===== config.mk =====
export PLATFORM = sky130hd
export DESIGN_NAME = rx_core_cfg_seq_flat
export DESIGN_NICKNAME = d
export VERILOG_FILES = /design/src/rtl/rx_core_cfg_seq_if.sv /design/src/rtl/rx_core_cfg_seq.sv /design/src/flat_wrapper.sv
export SDC_FILE = /design/constraint.sdc
export NUM_CORES = 1
export LEC_CHECK = 0
export BUFFER_PORTS_ARGS = -buffer_cell sky130_fd_sc_hd__clkbuf_2
export CORE_ASPECT_RATIO = 0.7
export CORE_MARGIN = 2
export CORE_UTILIZATION = 42
export CTS_CLUSTER_SIZE = 24
export DETAILED_ROUTE_END_ITERATION = 12
export HOLD_SLACK_MARGIN = 0.08
export PLACE_DENSITY_LB_ADDON = 0.3
export SYNTH_ARGS = -nofsm -noshare
export SYNTH_HDL_FRONTEND = slang
export SYNTH_SLANG_ARGS = --single-unit

===== constraint.sdc =====
create_clock -name clock -period 18.3 [get_ports clock]
set_clock_uncertainty 0.05 [all_clocks]
set_input_delay 5.49 -clock clock [delete_from_list [all_inputs] [get_ports clock]]
set_output_delay 5.49 -clock clock [all_outputs]
set_load 0.005 [all_outputs]

===== src/rtl/rx_core_cfg_seq_if.sv =====
// rx_core_cfg_seq_if
// Register-side bus of the rx_core configuration sequencer.
//   cfg_wr_en   : shadow write strobe, one write per cycle
//   cfg_addr    : shadow register address (0..7 valid, 8..15 rejected)
//   cfg_wr_data : write data, gain registers use bits [7:0]
//   cfg_commit  : single-cycle request to apply the shadow bank
//   busy        : sequencer is running a commit
//   done        : one-cycle pulse when the sequencer returns to idle
//   cfg_err     : one-cycle pulse the cycle after a write to a bad address
// master = register interface side, slave = sequencer side.
interface rx_core_cfg_seq_if;
    logic        cfg_wr_en;
    logic [3:0]  cfg_addr;
    logic [15:0] cfg_wr_data;
    logic        cfg_commit;
    logic        busy;
    logic        done;
    logic        cfg_err;

    modport master (
        output cfg_wr_en,
        output cfg_addr,
        output cfg_wr_data,
        output cfg_commit,
        input  busy,
        input  done,
        input  cfg_err
    );

    modport slave (
        input  cfg_wr_en,
        input  cfg_addr,
        input  cfg_wr_data,
        input  cfg_commit,
        output busy,
        output done,
        output cfg_err
    );
endinterface


===== src/rtl/rx_core_cfg_seq.sv =====
// rx_core_cfg_seq
// Configuration sequencer for rx_core. Software writes a shadow bank of five
// NCO phase increments and three DUC gains at any time; a commit applies the
// bank glitch-free: gains are muted, the phase increments swap in one cycle,
// the sequencer waits a settle time, then gains ramp to their new values.
// A commit that changes no phase increment skips straight to the gain ramp.
// Ports:
//   clock, reset         : system clock, asynchronous active-high reset
//   bus (slave)          : register-side write/commit bus plus busy/done/cfg_err
//   *_phase_inc [15:0]   : active phase increments driven into rx_core
//   gain_duc1..3 [7:0]   : active DUC gains driven into rx_core
module rx_core_cfg_seq #(
    parameter int RAMP_DIV      = 16,
    parameter int SETTLE_CYCLES = 64
) (
    input  logic               clock,
    input  logic               reset,
    rx_core_cfg_seq_if.slave   bus,
    output logic [15:0]        ddc_phase_inc,
    output logic [15:0]        demix_phase_inc,
    output logic [15:0]        duc1_phase_inc,
    output logic [15:0]        duc2_phase_inc,
    output logic [15:0]        duc3_phase_inc,
    output logic [7:0]         gain_duc1,
    output logic [7:0]         gain_duc2,
    output logic [7:0]         gain_duc3
);

    localparam int CNT_MAX = (RAMP_DIV > SETTLE_CYCLES) ? RAMP_DIV : SETTLE_CYCLES;
    localparam int CNT_W   = $clog2(CNT_MAX + 1);

    typedef enum logic [2:0] {IDLE, MUTE, LOAD, SETTLE, RAMP} state_t;

    state_t           state;
    logic [CNT_W-1:0] cnt;
    logic             pending;

    logic [15:0] sh_phase  [5];
    logic [7:0]  sh_gain   [3];
    logic [15:0] tgt_phase [5];
    logic [7:0]  tgt_gain  [3];
    logic [15:0] phase     [5];
    logic [7:0]  gain      [3];

    logic [15:0] nxt_phase [5];
    logic [7:0]  nxt_gain  [3];
    logic [7:0]  mute_step [3];
    logic [7:0]  ramp_step [3];

    logic phase_differs;
    logic gains_zero;
    logic mute_zero_next;
    logic at_target;
    logic ramp_done_next;
    logic commit_req;
    logic tick;
    logic settle_end;

    assign ddc_phase_inc   = phase[0];
    assign demix_phase_inc = phase[1];
    assign duc1_phase_inc  = phase[2];
    assign duc2_phase_inc  = phase[3];
    assign duc3_phase_inc  = phase[4];
    assign gain_duc1       = gain[0];
    assign gain_duc2       = gain[1];
    assign gain_duc3       = gain[2];

    assign commit_req = bus.cfg_commit || pending;
    assign tick       = (cnt == CNT_W'(RAMP_DIV - 1));
    assign settle_end = (cnt == CNT_W'(SETTLE_CYCLES - 1));

    // Shadow bank with this cycle's write already applied, so a commit in
    // the same cycle as a write captures the freshly written value.
    always_comb begin
        nxt_phase = sh_phase;
        nxt_gain  = sh_gain;
        if (bus.cfg_wr_en) begin
            case (bus.cfg_addr)
                4'd0:    nxt_phase[0] = bus.cfg_wr_data;
                4'd1:    nxt_phase[1] = bus.cfg_wr_data;
                4'd2:    nxt_phase[2] = bus.cfg_wr_data;
                4'd3:    nxt_phase[3] = bus.cfg_wr_data;
                4'd4:    nxt_phase[4] = bus.cfg_wr_data;
                4'd5:    nxt_gain[0]  = bus.cfg_wr_data[7:0];
                4'd6:    nxt_gain[1]  = bus.cfg_wr_data[7:0];
                4'd7:    nxt_gain[2]  = bus.cfg_wr_data[7:0];
                default: ;
            endcase
        end
    end

    // Next gain values for a mute tick and a ramp tick, plus the
    // all-channel conditions that end MUTE and RAMP.
    always_comb begin
        phase_differs  = 1'b0;
        gains_zero     = 1'b1;
        mute_zero_next = 1'b1;
        at_target      = 1'b1;
        ramp_done_next = 1'b1;
        for (int i = 0; i < 5; i++) begin
            if (nxt_phase[i] != phase[i]) phase_differs = 1'b1;
        end
        for (int i = 0; i < 3; i++) begin
            mute_step[i] = (gain[i] != 8'd0) ? gain[i] - 8'd1 : 8'd0;
            if (gain[i] < tgt_gain[i])
                ramp_step[i] = gain[i] + 8'd1;
            else if (gain[i] > tgt_gain[i])
                ramp_step[i] = gain[i] - 8'd1;
            else
                ramp_step[i] = gain[i];
            if (gain[i] != 8'd0)            gains_zero     = 1'b0;
            if (mute_step[i] != 8'd0)       mute_zero_next = 1'b0;
            if (gain[i] != tgt_gain[i])     at_target      = 1'b0;
            if (ramp_step[i] != tgt_gain[i]) ramp_done_next = 1'b0;
        end
    end

    // Shadow registers and the bad-address error pulse; writes are accepted
    // in every state so software never has to wait for the sequencer.
    always_ff @(posedge clock or posedge reset) begin
        if (reset) begin
            for (int i = 0; i < 5; i++) sh_phase[i] <= 16'h0000;
            for (int i = 0; i < 3; i++) sh_gain[i]  <= 8'h00;
            bus.cfg_err <= 1'b0;
        end else begin
            sh_phase    <= nxt_phase;
            sh_gain     <= nxt_gain;
            bus.cfg_err <= bus.cfg_wr_en && bus.cfg_addr[3];
        end
    end

    // Sequencer FSM. The counter restarts on every state entry; it paces
    // gain ticks in MUTE/RAMP and the settle wait. Phase increments are only
    // written in LOAD, one cycle after the gains are known to be zero.
    always_ff @(posedge clock or posedge reset) begin
        if (reset) begin
            state    <= IDLE;
            cnt      <= '0;
            pending  <= 1'b0;
            bus.busy <= 1'b0;
            bus.done <= 1'b0;
            for (int i = 0; i < 5; i++) begin
                tgt_phase[i] <= 16'h0000;
                phase[i]     <= 16'h0000;
            end
            for (int i = 0; i < 3; i++) begin
                tgt_gain[i] <= 8'h00;
                gain[i]     <= 8'h00;
            end
        end else begin
            bus.done <= 1'b0;
            if (bus.cfg_commit && (state != IDLE)) pending <= 1'b1;

            case (state)
                IDLE: begin
                    if (commit_req) begin
                        pending   <= 1'b0;
                        tgt_phase <= nxt_phase;
                        tgt_gain  <= nxt_gain;
                        cnt       <= '0;
                        bus.busy  <= 1'b1;
                        state     <= phase_differs ? MUTE : RAMP;
                    end
                end

                MUTE: begin
                    if (gains_zero) begin
                        cnt   <= '0;
                        state <= LOAD;
                    end else if (tick) begin
                        gain <= mute_step;
                        cnt  <= '0;
                        if (mute_zero_next) state <= LOAD;
                    end else begin
                        cnt <= cnt + 1'b1;
                    end
                end

                LOAD: begin
                    phase <= tgt_phase;
                    cnt   <= '0;
                    state <= SETTLE;
                end

                SETTLE: begin
                    if (settle_end) begin
                        cnt   <= '0;
                        state <= RAMP;
                    end else begin
                        cnt <= cnt + 1'b1;
                    end
                end

                RAMP: begin
                    if (at_target) begin
                        cnt      <= '0;
                        bus.busy <= 1'b0;
                        bus.done <= 1'b1;
                        state    <= IDLE;
                    end else if (tick) begin
                        gain <= ramp_step;
                        cnt  <= '0;
                        if (ramp_done_next) begin
                            bus.busy <= 1'b0;
                            bus.done <= 1'b1;
                            state    <= IDLE;
                        end
                    end else begin
                        cnt <= cnt + 1'b1;
                    end
                end

                default: begin
                    cnt      <= '0;
                    bus.busy <= 1'b0;
                    state    <= IDLE;
                end
            endcase
        end
    end

endmodule

===== src/flat_wrapper.sv =====
// flat-port wrapper written by rule: the top's interface ports become plain ports
module rx_core_cfg_seq_flat 
#(
    parameter int RAMP_DIV      = 16,
    parameter int SETTLE_CYCLES = 64
)
  (clock, reset, ddc_phase_inc, demix_phase_inc, duc1_phase_inc, duc2_phase_inc, duc3_phase_inc, gain_duc1, gain_duc2, gain_duc3, bus_cfg_wr_en, bus_cfg_addr, bus_cfg_wr_data, bus_cfg_commit, bus_busy, bus_done, bus_cfg_err);
  rx_core_cfg_seq_if bus_i ();
  input  logic clock;
  input  logic reset;
  output logic [15:0] ddc_phase_inc;
  output logic [15:0] demix_phase_inc;
  output logic [15:0] duc1_phase_inc;
  output logic [15:0] duc2_phase_inc;
  output logic [15:0] duc3_phase_inc;
  output logic [7:0] gain_duc1;
  output logic [7:0] gain_duc2;
  output logic [7:0] gain_duc3;
  input wire logic [$bits(bus_i.cfg_wr_en)-1:0] bus_cfg_wr_en;
  input wire logic [$bits(bus_i.cfg_addr)-1:0] bus_cfg_addr;
  input wire logic [$bits(bus_i.cfg_wr_data)-1:0] bus_cfg_wr_data;
  input wire logic [$bits(bus_i.cfg_commit)-1:0] bus_cfg_commit;
  output wire logic [$bits(bus_i.busy)-1:0] bus_busy;
  output wire logic [$bits(bus_i.done)-1:0] bus_done;
  output wire logic [$bits(bus_i.cfg_err)-1:0] bus_cfg_err;
  assign bus_i.cfg_wr_en = bus_cfg_wr_en;
  assign bus_i.cfg_addr = bus_cfg_addr;
  assign bus_i.cfg_wr_data = bus_cfg_wr_data;
  assign bus_i.cfg_commit = bus_cfg_commit;
  assign bus_busy = bus_i.busy;
  assign bus_done = bus_i.done;
  assign bus_cfg_err = bus_i.cfg_err;
  rx_core_cfg_seq #(.RAMP_DIV(RAMP_DIV), .SETTLE_CYCLES(SETTLE_CYCLES)) u_core (.clock(clock), .reset(reset), .bus(bus_i), .ddc_phase_inc(ddc_phase_inc), .demix_phase_inc(demix_phase_inc), .duc1_phase_inc(duc1_phase_inc), .duc2_phase_inc(duc2_phase_inc), .duc3_phase_inc(duc3_phase_inc), .gain_duc1(gain_duc1), .gain_duc2(gain_duc2), .gain_duc3(gain_duc3));
endmodule

==> impl_metrics.tcl, run 1 <==
set metrics [dict create \
    status "finished clean" \
    crit_arrival_ns 9.09 \
    avgSynthCellArea_sq_um 10.4 \
    ys_ff_latch 326 \
    path_clk_slew_ns 0.07 \
    core_sq_um 39900 \
    yosysSeqAreaShare_pct 47.8 \
    diodes 0 \
    design_area_sq_um 19300 \
    synthCells 1637 \
    crit_fanout 23 \
    die_h_microns 173 \
    grt_overflow_total 0 \
    drive_gt1_share_pct 26.0 \
    grt_setup_unrepaired "false" \
    drv_cap 0 \
    worstSkewPairLatency_ns 0.54 \
    instances_no_fill 2291 \
    place_area_sq_um 18100 \
    timing.rr.start "u_core.gain_duc3[0]" \
    r2r_slack_ns 13.94 \
    setup_tns_ns 0 \
    cp.depth 10 \
    min_period_ns 8.68 \
    crit_slowest_cell "nand2_1" \
    yosysWarningCount 0 \
    yosys.area_share.simple_pct 14.0 \
    clockBufferDepth 3 \
    cts_hold_buf 0 \
    post-place-ws_ns 9.23 \
    grt_max_degree 134 \
    post_cts_resize_count 0 \
    routedWlPerCell_microns 22.3 \
    critical_path.endpoint "u_core.state[2]" \
    synth-adder-area-share_pct 2.27 \
    cts_buffers 35 \
    async_reset_ff_share_pct 100 \
    syn_nets 1692 \
    layout_setup_ws_ns 9.62 \
    p_clk_share_pct 26.2 \
    antenna_found_initial 2 \
    areaGrowthSynthToFinish_pct 13.3 \
    peakVddDrop_mv 0.0836 \
    max_slew_margin_pct 25.2 \
    p_comb_share_pct 32.9 \
    drc 0 \
    htree_levels 2 \
    ant_nets 0 \
    track_usage_pct 24.2 \
    crit_buf_inv 1 \
    routed_wl_microns 51000 \
    synth_xor_area_share_pct 4.30 \
    p_per_area_nw_per_um2 146 \
    cts_tree "done" \
    grt_pass1_wl_microns 79900 \
    dp_hpwl_microns 35300 \
    r2r_cells 10 \
    routed_via_density 5.88 \
    worst-setup-path-type "in -> reg" \
    switching_power_mw 0.991 \
    setup_viol 0 \
    crit_path_start_kind "input port" \
    synth_area_sq_um 17100 \
    ys.flop_type "dfrtp_1" \
    start_util_pct 42.7 \
    rows 61 \
    muxShareOfSynthArea_pct 14.6 \
    seqPwrFrac_pct 40.9 \
    vias 13500 \
    io_buffers 130 \
    dieArea_sq_um 42300 \
    cpPeakStageDelay_ns 0.60 \
    synth-compound-area-share_pct 13.1 \
    startpoint "bus_cfg_addr[0]" \
    cts_root_buffer "clkbuf_16" \
    drt_iter0_markers 1417 \
    nets 1784 \
    synth_top_family_by_area "multiplexers" \
    period_share_pct 47.4 \
    p_sw_share_pct 35.0 \
    worst_pin_slew_ns 1.12 \
    min_from "u_core.tgt_phase[55]" \
    ios 131 \
    crit_chain "clkbuf_2 > and4bb_2 > nand2_1 > mux2i_1 > nor2_1 > a2111oi_0 > nand4_1 > nor4_2 > a32oi_1 > o21ai_1" \
    drv_slew 0 \
    cts.sinks 326 \
    dpl.cell_count 2227 \
    cp-end-kind "flip-flop" \
    drt_pre_antenna_iters 7 \
    cp.required_ns 18.71 \
    die_w_microns 245 \
    fmax_mhz 115 \
    r2r-end "u_core.gain_duc3[5]" \
    hold_depth 2 \
    power.leakage_nw 8.81 \
    p_int_mw 1.84 \
    critical_path.top_delay_family "simple AND/OR/NAND/NOR gates" \
    gp_congestion 0.940 \
    post-cts-setup-buffers 0 \
    hold_path_class "reg -> reg" \
    ys_types 101 \
    hold_viol_final 0 \
    final_core_util_pct 48.4 \
    grt_pass1_vias 13200 \
    synth_edf_count 0 \
]
==> power by group through the flow <==
stage | combinational [mW] | sequential [mW] | clock [mW]
2_1_floorplan | 0.663 | 1.10 | 0
3_3_place_gp | 0.906 | 1.16 | 0
3_5_place_dp | 0.926 | 1.16 | 0
4_1_cts | 0.935 | 1.15 | 0.754
5_1_grt | 1.03 | 1.19 | 0.784
6_report | 0.932 | 1.16 | 0.741
==> cells in the mapped netlist (all sizes together), types with 9 or more instances <==
cell type | number | area [sq um]
nand3 | 70 | 350
mux2 | 206 | 2320
clkbuf | 65 | 263
nand4 | 20 | 125
nor4 | 16 | 128
inv | 67 | 251
a31oi | 15 | 100
a21oi | 119 | 599
nor3 | 27 | 145
nor4b | 11 | 96.3
nor3b | 9 | 98.9
o21ai | 119 | 599
dfrtp | 326 | 8160
or2 | 9 | 56.3
xor2 | 27 | 236
o22ai | 17 | 113
o31ai | 10 | 80.1
ha | 31 | 388
mux2i | 16 | 160
o211ai | 11 | 82.6
nor2 | 77 | 292
nand2 | 126 | 485
and3 | 35 | 225
xnor2 | 56 | 498
buf | 26 | 163
==> state kept, by name, summed over array words and instances, names as in the netlist <==
| signal | flops |
|---|---|
| u_core.sh_phase | 80 |
| u_core.tgt_phase | 80 |
| u_core.sh_gain | 24 |
| u_core.tgt_gain | 24 |
| u_core.ddc_phase_inc | 16 |
| u_core.demix_phase_inc | 16 |
| u_core.duc1_phase_inc | 16 |
| u_core.duc2_phase_inc | 16 |
| u_core.duc3_phase_inc | 16 |
| u_core.gain_duc1 | 8 |
| u_core.gain_duc2 | 8 |
| u_core.gain_duc3 | 8 |
| u_core.cnt | 7 |
| u_core.state | 3 |
| u_core.bus.busy | 1 |
| u_core.bus.cfg_err | 1 |
| u_core.bus.done | 1 |
| u_core.pending | 1 |
==> metal layers <==
| metal | share of wire [%] | up-vias | global-route usage, % |
|---|---|---|---|
| met3 | 8.2 | 63 | 4.87 |
| met1 | 48 | 6802 | 37.7 |
| met2 | 42 | 506 | 34.3 |
| li1 | - | 6111 | - |
| met4 | 1.8 | 0 | 5.26 |
| met5 | 0 | - | 0 |
==> tightest hold or removal path, cell delays in order (launching register included) <==
cell     delay (ns)
dfrtp_1        0.35
nand2_1        0.05
o21ai_0        0.06
==> metrics by stage <==
step           hold slack (ns)  power [mW]
6_report                 0.427        2.83
5_1_grt                  0.454        2.99
4_1_cts                  0.431        2.84
3_5_place_dp             0.415        2.09
3_3_place_gp             0.403        2.06
2_1_floorplan            0.394        1.76
==> area by class of cell <==
cell class / count / area [sq um]
fillers: 3639 / 20600
multi-input cells: 1152 / 8260
flip-flops and latches: 326 / 8160
clock buffers: 47 / 1010
repair buffers: 146 / 771
well taps: 535 / 669
inverters: 68 / 263
clock inverters: 17 / 195
==> cells by family (layout without fill, tap and decap cells) <==
kind of cell / after synthesis / in the layout
XOR/XNOR: 83 / 83
multiplexers: 222 / 222
flip-flops: 326 / 326
adder cells (fa/ha/maj): 31 / 31
buffers and inverters: 159 / 278
AO/OA/AOI/OAI: 367 / 367
AND/OR/NAND/NOR: 449 / 449
==> cell usage in the layout, fill, tap and decap left out, types with 5 or more instances in the layout <==
| cell type | instances |
|---|---|
| a211oi_1 | 8 |
| clkbuf_2 | 130 |
| inv_1 | 66 |
| nor2b_1 | 7 |
| o211ai_1 | 11 |
| a21boi_0 | 5 |
| xnor2_1 | 55 |
| nor4b_1 | 11 |
| and3_1 | 33 |
| a31oi_1 | 14 |
| nand4_1 | 20 |
| nand3_1 | 70 |
| xor2_1 | 27 |
| o21ai_0 | 114 |
| or2_2 | 6 |
| o31ai_1 | 9 |
| clkbuf_16 | 35 |
| clkbuf_8 | 9 |
| or3_1 | 7 |
| o21a_1 | 8 |
| nor4_1 | 13 |
| nor2_1 | 76 |
| ha_1 | 31 |
| o22ai_1 | 16 |
| buf_4 | 16 |
| o221ai_1 | 6 |
| o2111ai_1 | 7 |
| dfrtp_1 | 326 |
| nand2_1 | 123 |
| nor3b_2 | 5 |
| clkinv_2 | 6 |
| mux2_2 | 205 |
| a21oi_1 | 118 |
| mux2i_1 | 16 |
| nor3_1 | 23 |
==> worst min-delay path by stage <==
| stage | to | slack (ns) |
|---|---|---|
| after floorplan | u_core.ddc_phase_inc[13] | 0.39 |
| after global placement | u_core.duc1_phase_inc[3] | 0.40 |
| after detailed placement | u_core.duc2_phase_inc[14] | 0.42 |
| after CTS | u_core.demix_phase_inc[7] | 0.43 |
| after global routing | u_core.duc1_phase_inc[3] | 0.45 |
| final | u_core.demix_phase_inc[7] | 0.43 |
Note: power is estimated with default switching activity, not from simulation.
==> run 2, diff against run 1 <==
Settings changed: ABC_AREA set to 1.
Clock period 18.3 ns to 8.05 ns, I/O delays scaled along.
==> impl_metrics.tcl, run 2 <==
set metrics [dict create \
    status "finished clean" \
    htree_levels 2 \
    path_clk_slew_ns 0.07 \
    drt_iter0_markers 1540 \
    clockBufferDepth 3 \
    max_slew_margin_pct 17.7 \
    period_share_pct 62.4 \
    hold_path_class "reg -> reg" \
    gp_congestion 0.915 \
    core_sq_um 37400 \
    hold_viol_final 0 \
    yosysSeqAreaShare_pct 50.8 \
    min_period_ns 5.03 \
    cts_root_buffer "clkbuf_16" \
    crit_fanout 32 \
    async_reset_ff_share_pct 100 \
    synth_common_cells "nand2_1 (484), dfrtp_1 (326), inv_1 (216)" \
    cp_common_cell "nand2_1" \
    ios 131 \
    p_total_mw 6.11 \
    synthCells 1966 \
    min_from "u_core.bus.busy" \
    ys.flop_type "dfrtp_1" \
    startpoint "bus_cfg_addr[2]" \
    ys_types 42 \
    antenna_found_initial 4 \
    track_usage_pct 24.5 \
    ant_nets 0 \
    cts_hold_buf 0 \
    drt_pre_antenna_iters 6 \
    nets 2127 \
    synth_edf_count 0 \
    crit_chain "clkbuf_2 > nor2_2 > nand3_1 > o21ai_1 > xor2_1 > nor2_1 > nand2_1 > nor2_1 > nand2_1 > nor2_1 > nand3_1 > nand2_1 > nand2_1 > nand3_1 > nand2_1" \
    post_cts_resize_count 0 \
    rows 59 \
    netlist.area_leader.share_pct 50.8 \
    crit_path_start_kind "input port" \
    die_h_microns 168 \
    seq_area_sq_um 8160 \
    fmax_mhz 199 \
    fillCellCount 3591 \
    crit_slowest_cell "nand3_1" \
    mostFrequentLayoutCell "nand2_1" \
    post-cts-setup-buffers 0 \
    ys_ff_latch 326 \
    syn_nets 2021 \
    worst_pin_slew_ns 1.23 \
    cts.sinks 326 \
    power.leakage_nw 9.26 \
    yosysTopAreaCell "dfrtp_1" \
    final_core_util_pct 48.8 \
    grt_overflow_total 0 \
    avgSynthCellArea_sq_um 8.17 \
    worstSkewPairLatency_ns 0.54 \
    grt_pass1_vias 13100 \
    synth.most_common_cell "nand2_1" \
    setup_viol 0 \
    start_util_pct 42.9 \
    cp-end-kind "flip-flop" \
    grt_setup_unrepaired "false" \
    timing.rr.start "u_core.gain_duc3[0]" \
    p_per_area_nw_per_um2 335 \
    drv_cap 0 \
    drive_gt1_share_pct 11.7 \
    drc 0 \
    die_w_microns 238 \
    areaGrowthSynthToFinish_pct 13.6 \
    ys_top_cells_by_area "dfrtp_1 (51%), nand2_1 (11%), o21ai_0 (6.0%)" \
    hold_ws_ns 0.427 \
    grt_pass1_wl_microns 76000 \
    cpPeakStageDelay_ns 0.89 \
    synth_area_sq_um 16100 \
    setup_tns_ns 0 \
    routed_wl_microns 48100 \
    cts_tree "done" \
    vias 13600 \
    critical_path.top_delay_family "simple AND/OR/NAND/NOR gates" \
    peakVddDrop_mv 0.324 \
    cts_buffers 34 \
    dp_hpwl_microns 34000 \
    crit_arrival_ns 5.41 \
    drv_slew 0 \
    final_cell_mix "nand2_1 (484), dfrtp_1 (326), inv_1 (215)" \
    reg_top3 "u_core.sh_phase x80, u_core.tgt_phase x80" \
    crit_buf_inv 1 \
    multiInputGateArea_sq_um 6740 \
    io_buffers 130 \
    dieArea_sq_um 39900 \
    grt_max_degree 167 \
    worst-setup-path-type "in -> reg" \
    cp.required_ns 8.44 \
    routed_via_density 5.25 \
    yosysWarningCount 0 \
    routedWlPerCell_microns 18.6 \
]
-- run 2: cell types whose count changed after synthesis, moves of 33 or more --
cell     before  now
a21oi_1     118   54
and3_1       33    0
inv_1        67  216
mux2_2      205    3
nand2_1     123  484
nand3_1      70  124
nor2_1       76  158
o21ai_0     114  194
o21ai_1       4   78
xnor2_1      55   16
xor2_1       27   77
-- run 2: kinds of logic after synthesis --
| group | Yosys count | share of synthesized area (%) |
|---|---|---|
| and+or+nand+nor | 853 | 22.3 |
| AOI/OAI and AO/OA | 357 | 11.8 |
| DFF | 326 | 50.8 |
| buffers and inverters | 303 | 7.43 |
| xor gates and xnor gates | 93 | 5.07 |
| adders and majority gates | 31 | 2.41 |
| muxes | 3 | 0.210 |
-- run 2: layer usage --
metal  GRT usage [%]  part of all wire, %  vias up
met1            39.1                   50     6515
met3            5.18                  8.2       39
met2            33.7                   41      489
met4            5.47                  1.6        0
li1                -                    -     6545
met5               0                    0        -
-- run 2: where the power goes --
group / total (mW) / switching, mW / internal, mW
Clock: 1.61 / 0.672 / 0.941
Sequential: 2.45 / 0.318 / 2.13
Combinational: 2.06 / 1.41 / 0.648
Total: 6.11 / 2.40 / 3.72
-- run 2: stage by stage --
step / area [sq um] / worst slack [ns] / instances
CTS: 18300 / 3.09 / 2584
floorplan: 16100 / 1.23 / 1966
global route: 18300 / 2.69 / 2586
global placement: 17100 / 2.58 / 2524
finish: 18300 / 3.02 / 2587
detailed placement: 17100 / 2.51 / 2524
-- run 2: final cells by class --
| type | instances | share of cell area (%) |
|---|---|---|
| Clock inverter | 10 | 0.856 |
| Sequential cell | 326 | 44.7 |
| Tap cell | 488 | 3.34 |
| Inverter | 231 | 4.77 |
| Timing Repair Buffer | 142 | 4.12 |
| Multi-Input combinational cell | 1337 | 36.9 |
| Antenna cell | 3 | 0.0411 |
| Clock buffer | 50 | 5.32 |
-- run 2: path summary, 6_finish.rpt --
kind / to / slack [ns] / cells past startpoint
setup / recovery: u_core.state[0] / 3.02 / 15
hold / removal: u_core.bus.busy / 0.43 / 2
max in group asynchronous: u_core.sh_phase[29] / 4.55 / 4
setup reg to reg: u_core.gain_duc2[0] / 4.21 / 11
hold reg to reg: u_core.bus.busy / 0.43 / 2
min in group asynchronous: u_core.sh_phase[75] / 2.02 / 3
-- run 2: worst min-delay path, cell delays in order, from the launching register on --
cell,delay [ns]
dfrtp_1,0.35
nand2_1,0.05
nand2_1,0.05
==> run 3, diff against run 2 <==
Clock period 8.05 ns to 4.68 ns, I/O delays scaled along.
==> impl_metrics.tcl, run 3 (synthesized netlist as in run 2, its figures left out) <==
set metrics [dict create \
    drc 0 \
    routed_via_density 5.27 \
    min_period_ns 3.65 \
    status "finished clean" \
    grt_pass1_wl_microns 75400 \
    critical_path.top_delay_family "simple AND/OR/NAND/NOR gates" \
    crit_fanout 18 \
    cts_hold_buf 0 \
    period_share_pct 77.9 \
    timing.rr.start "u_core.gain_duc3[0]" \
    peakVddDrop_mv 0.567 \
    dp_hpwl_microns 34700 \
    ant_nets 0 \
    cts_root_buffer "clkbuf_16" \
    cp.required_ns 5.01 \
    routed_wl_microns 48400 \
    hold_path_class "reg -> reg" \
    crit_chain "inv_1 > ha_1 > inv_1 > nand2_1 > nand2_1 > nand2_1 > nand2_1 > nand2_1 > nand2_1 > inv_1 > nand2_1 > nand3_1 > nand2_1 > nand2_1 > nor2_1 > nand2_1 > nor2_1 > nand2_1 > o21bai_4 > nand2_1 > nand2_1 > nand2_1" \
    reg_top3 "u_core.sh_phase x80, u_core.tgt_phase x80" \
    crit_slowest_cell "dfrtp_1" \
    max_slew_margin_pct 41.3 \
    cts_buffers 34 \
    worst_pin_slew_ns 0.879 \
    htree_levels 2 \
    setup_tns_ns 0 \
    hold_ws_ns 0.423 \
    cp-end-kind "flip-flop" \
    dieArea_sq_um 39900 \
    drive_gt1_share_pct 12.3 \
    worstSkewPairLatency_ns 0.53 \
    routedWlPerCell_microns 18.6 \
    post-cts-setup-buffers 0 \
    areaGrowthSynthToFinish_pct 14.5 \
    rows 59 \
    core_sq_um 37400 \
    die_h_microns 168 \
    gp_congestion 0.877 \
    drt_pre_antenna_iters 5 \
    grt_max_degree 175 \
    design_area_sq_um 18400 \
    p_per_area_nw_per_um2 574 \
    ios 131 \
    drt_iter0_markers 1351 \
    crit_arrival_ns 3.98 \
    mostFrequentLayoutCell "nand2_1" \
    worst-setup-path-type "reg -> reg" \
    p_total_mw 10.6 \
    grt_setup_unrepaired "false" \
    hold_viol_final 0 \
    setup_viol 0 \
    crit_buf_inv 3 \
    fillCellCount 3636 \
    grt_pass1_vias 12800 \
    antenna_found_initial 2 \
    grt_overflow_total 0 \
    vias 13700 \
    drv_cap 0 \
    start_util_pct 42.9 \
    post_cts_resize_count 0 \
    crit_path_start_kind "flip-flop" \
    place_area_sq_um 17300 \
    clockBufferDepth 3 \
    seq_area_sq_um 8160 \
    final_cell_mix "nand2_1 (484), dfrtp_1 (326), inv_1 (215)" \
    io_buffers 130 \
    power.leakage_nw 9.34 \
    cpPeakStageDelay_ns 0.55 \
    cts_tree "done" \
    die_w_microns 238 \
    fmax_mhz 274 \
    nets 2139 \
    min_from "u_core.bus.busy" \
    drv_slew 0 \
    track_usage_pct 24.5 \
    multiInputGateArea_sq_um 6740 \
    startpoint "u_core.gain_duc3[0]" \
    cts.sinks 326 \
    path_clk_slew_ns 0.07 \
    cp_common_cell "nand2_1" \
]
-- run 3: changes by cell type in the layout (fill, tap and decap cells not counted), sizes merged --
cell	before	now
clkbuf	180	181
buf	12	24
inv	226	227
diode	3	1
bufinv	3	2
clkinvlp	3	1
-- run 3: final timing paths --
kind / cells after the start / slack [ns] / end
min: 2 / 0.42 / u_core.bus.busy
max: 22 / 1.03 / u_core.bus.busy
min in group asynchronous: 2 / 0.98 / u_core.tgt_phase[70]
min reg2reg: 2 / 0.42 / u_core.bus.busy
max reg2reg: 22 / 1.03 / u_core.bus.busy
max in group asynchronous: 3 / 2.66 / u_core.demix_phase_inc[13]
-- run 3: cell type report --
type / instances / share of cell area, %
sequential: 326 / 44.3
timing repair buffer: 154 / 4.85
tap: 488 / 3.32
clock inverter: 8 / 0.653
antenna: 1 / 0.0136
clock buffer: 51 / 5.52
multi-input combinational: 1337 / 36.6
inverter: 231 / 4.73
-- run 3: per-layer routing --
metal | vias up | GRT usage [%] | routed length (microns)
met2 | 499 | 33.1 | 19500
met5 | - | 1.21 | 76
li1 | 6558 | - | -
met1 | 6562 | 38.6 | 23500
met4 | 4 | 5.69 | 841
met3 | 66 | 6.20 | 4500
-- run 3: report_power, final --
part / internal, mW / switching, mW
registers: 3.66 / 0.533
logic: 1.14 / 2.46
clock network: 1.62 / 1.15
total: 6.42 / 4.14
-- run 3: per-stage QoR --
stage / utilization (%) / instances / setup WS (ns)
2_1_floorplan: - / 1966 / -1.12
3_3_place_gp: 46.1 / 2536 / 0.568
3_5_place_dp: 46.1 / 2536 / 0.650
4_1_cts: 49.2 / 2595 / 1.15
5_1_grt: 49.2 / 2596 / 0.714
6_report: 49.2 / 2596 / 1.03
-- run 3: worst reg2reg max path, stage by stage, from the launching register on --
cell	delay, ns
dfrtp_1	0.55
inv_1	0.24
ha_1	0.25
inv_1	0.05
nand2_1	0.04
nand2_1	0.05
nand2_1	0.04
nand2_1	0.06
nand2_1	0.06
nand2_1	0.47
inv_1	0.28
nand2_1	0.16
nand3_1	0.15
nand2_1	0.12
nand2_1	0.06
nor2_1	0.10
nand2_1	0.06
nor2_1	0.08
nand2_1	0.14
o21bai_4	0.24
nand2_1	0.14
nand2_1	0.08
nand2_1	0.04
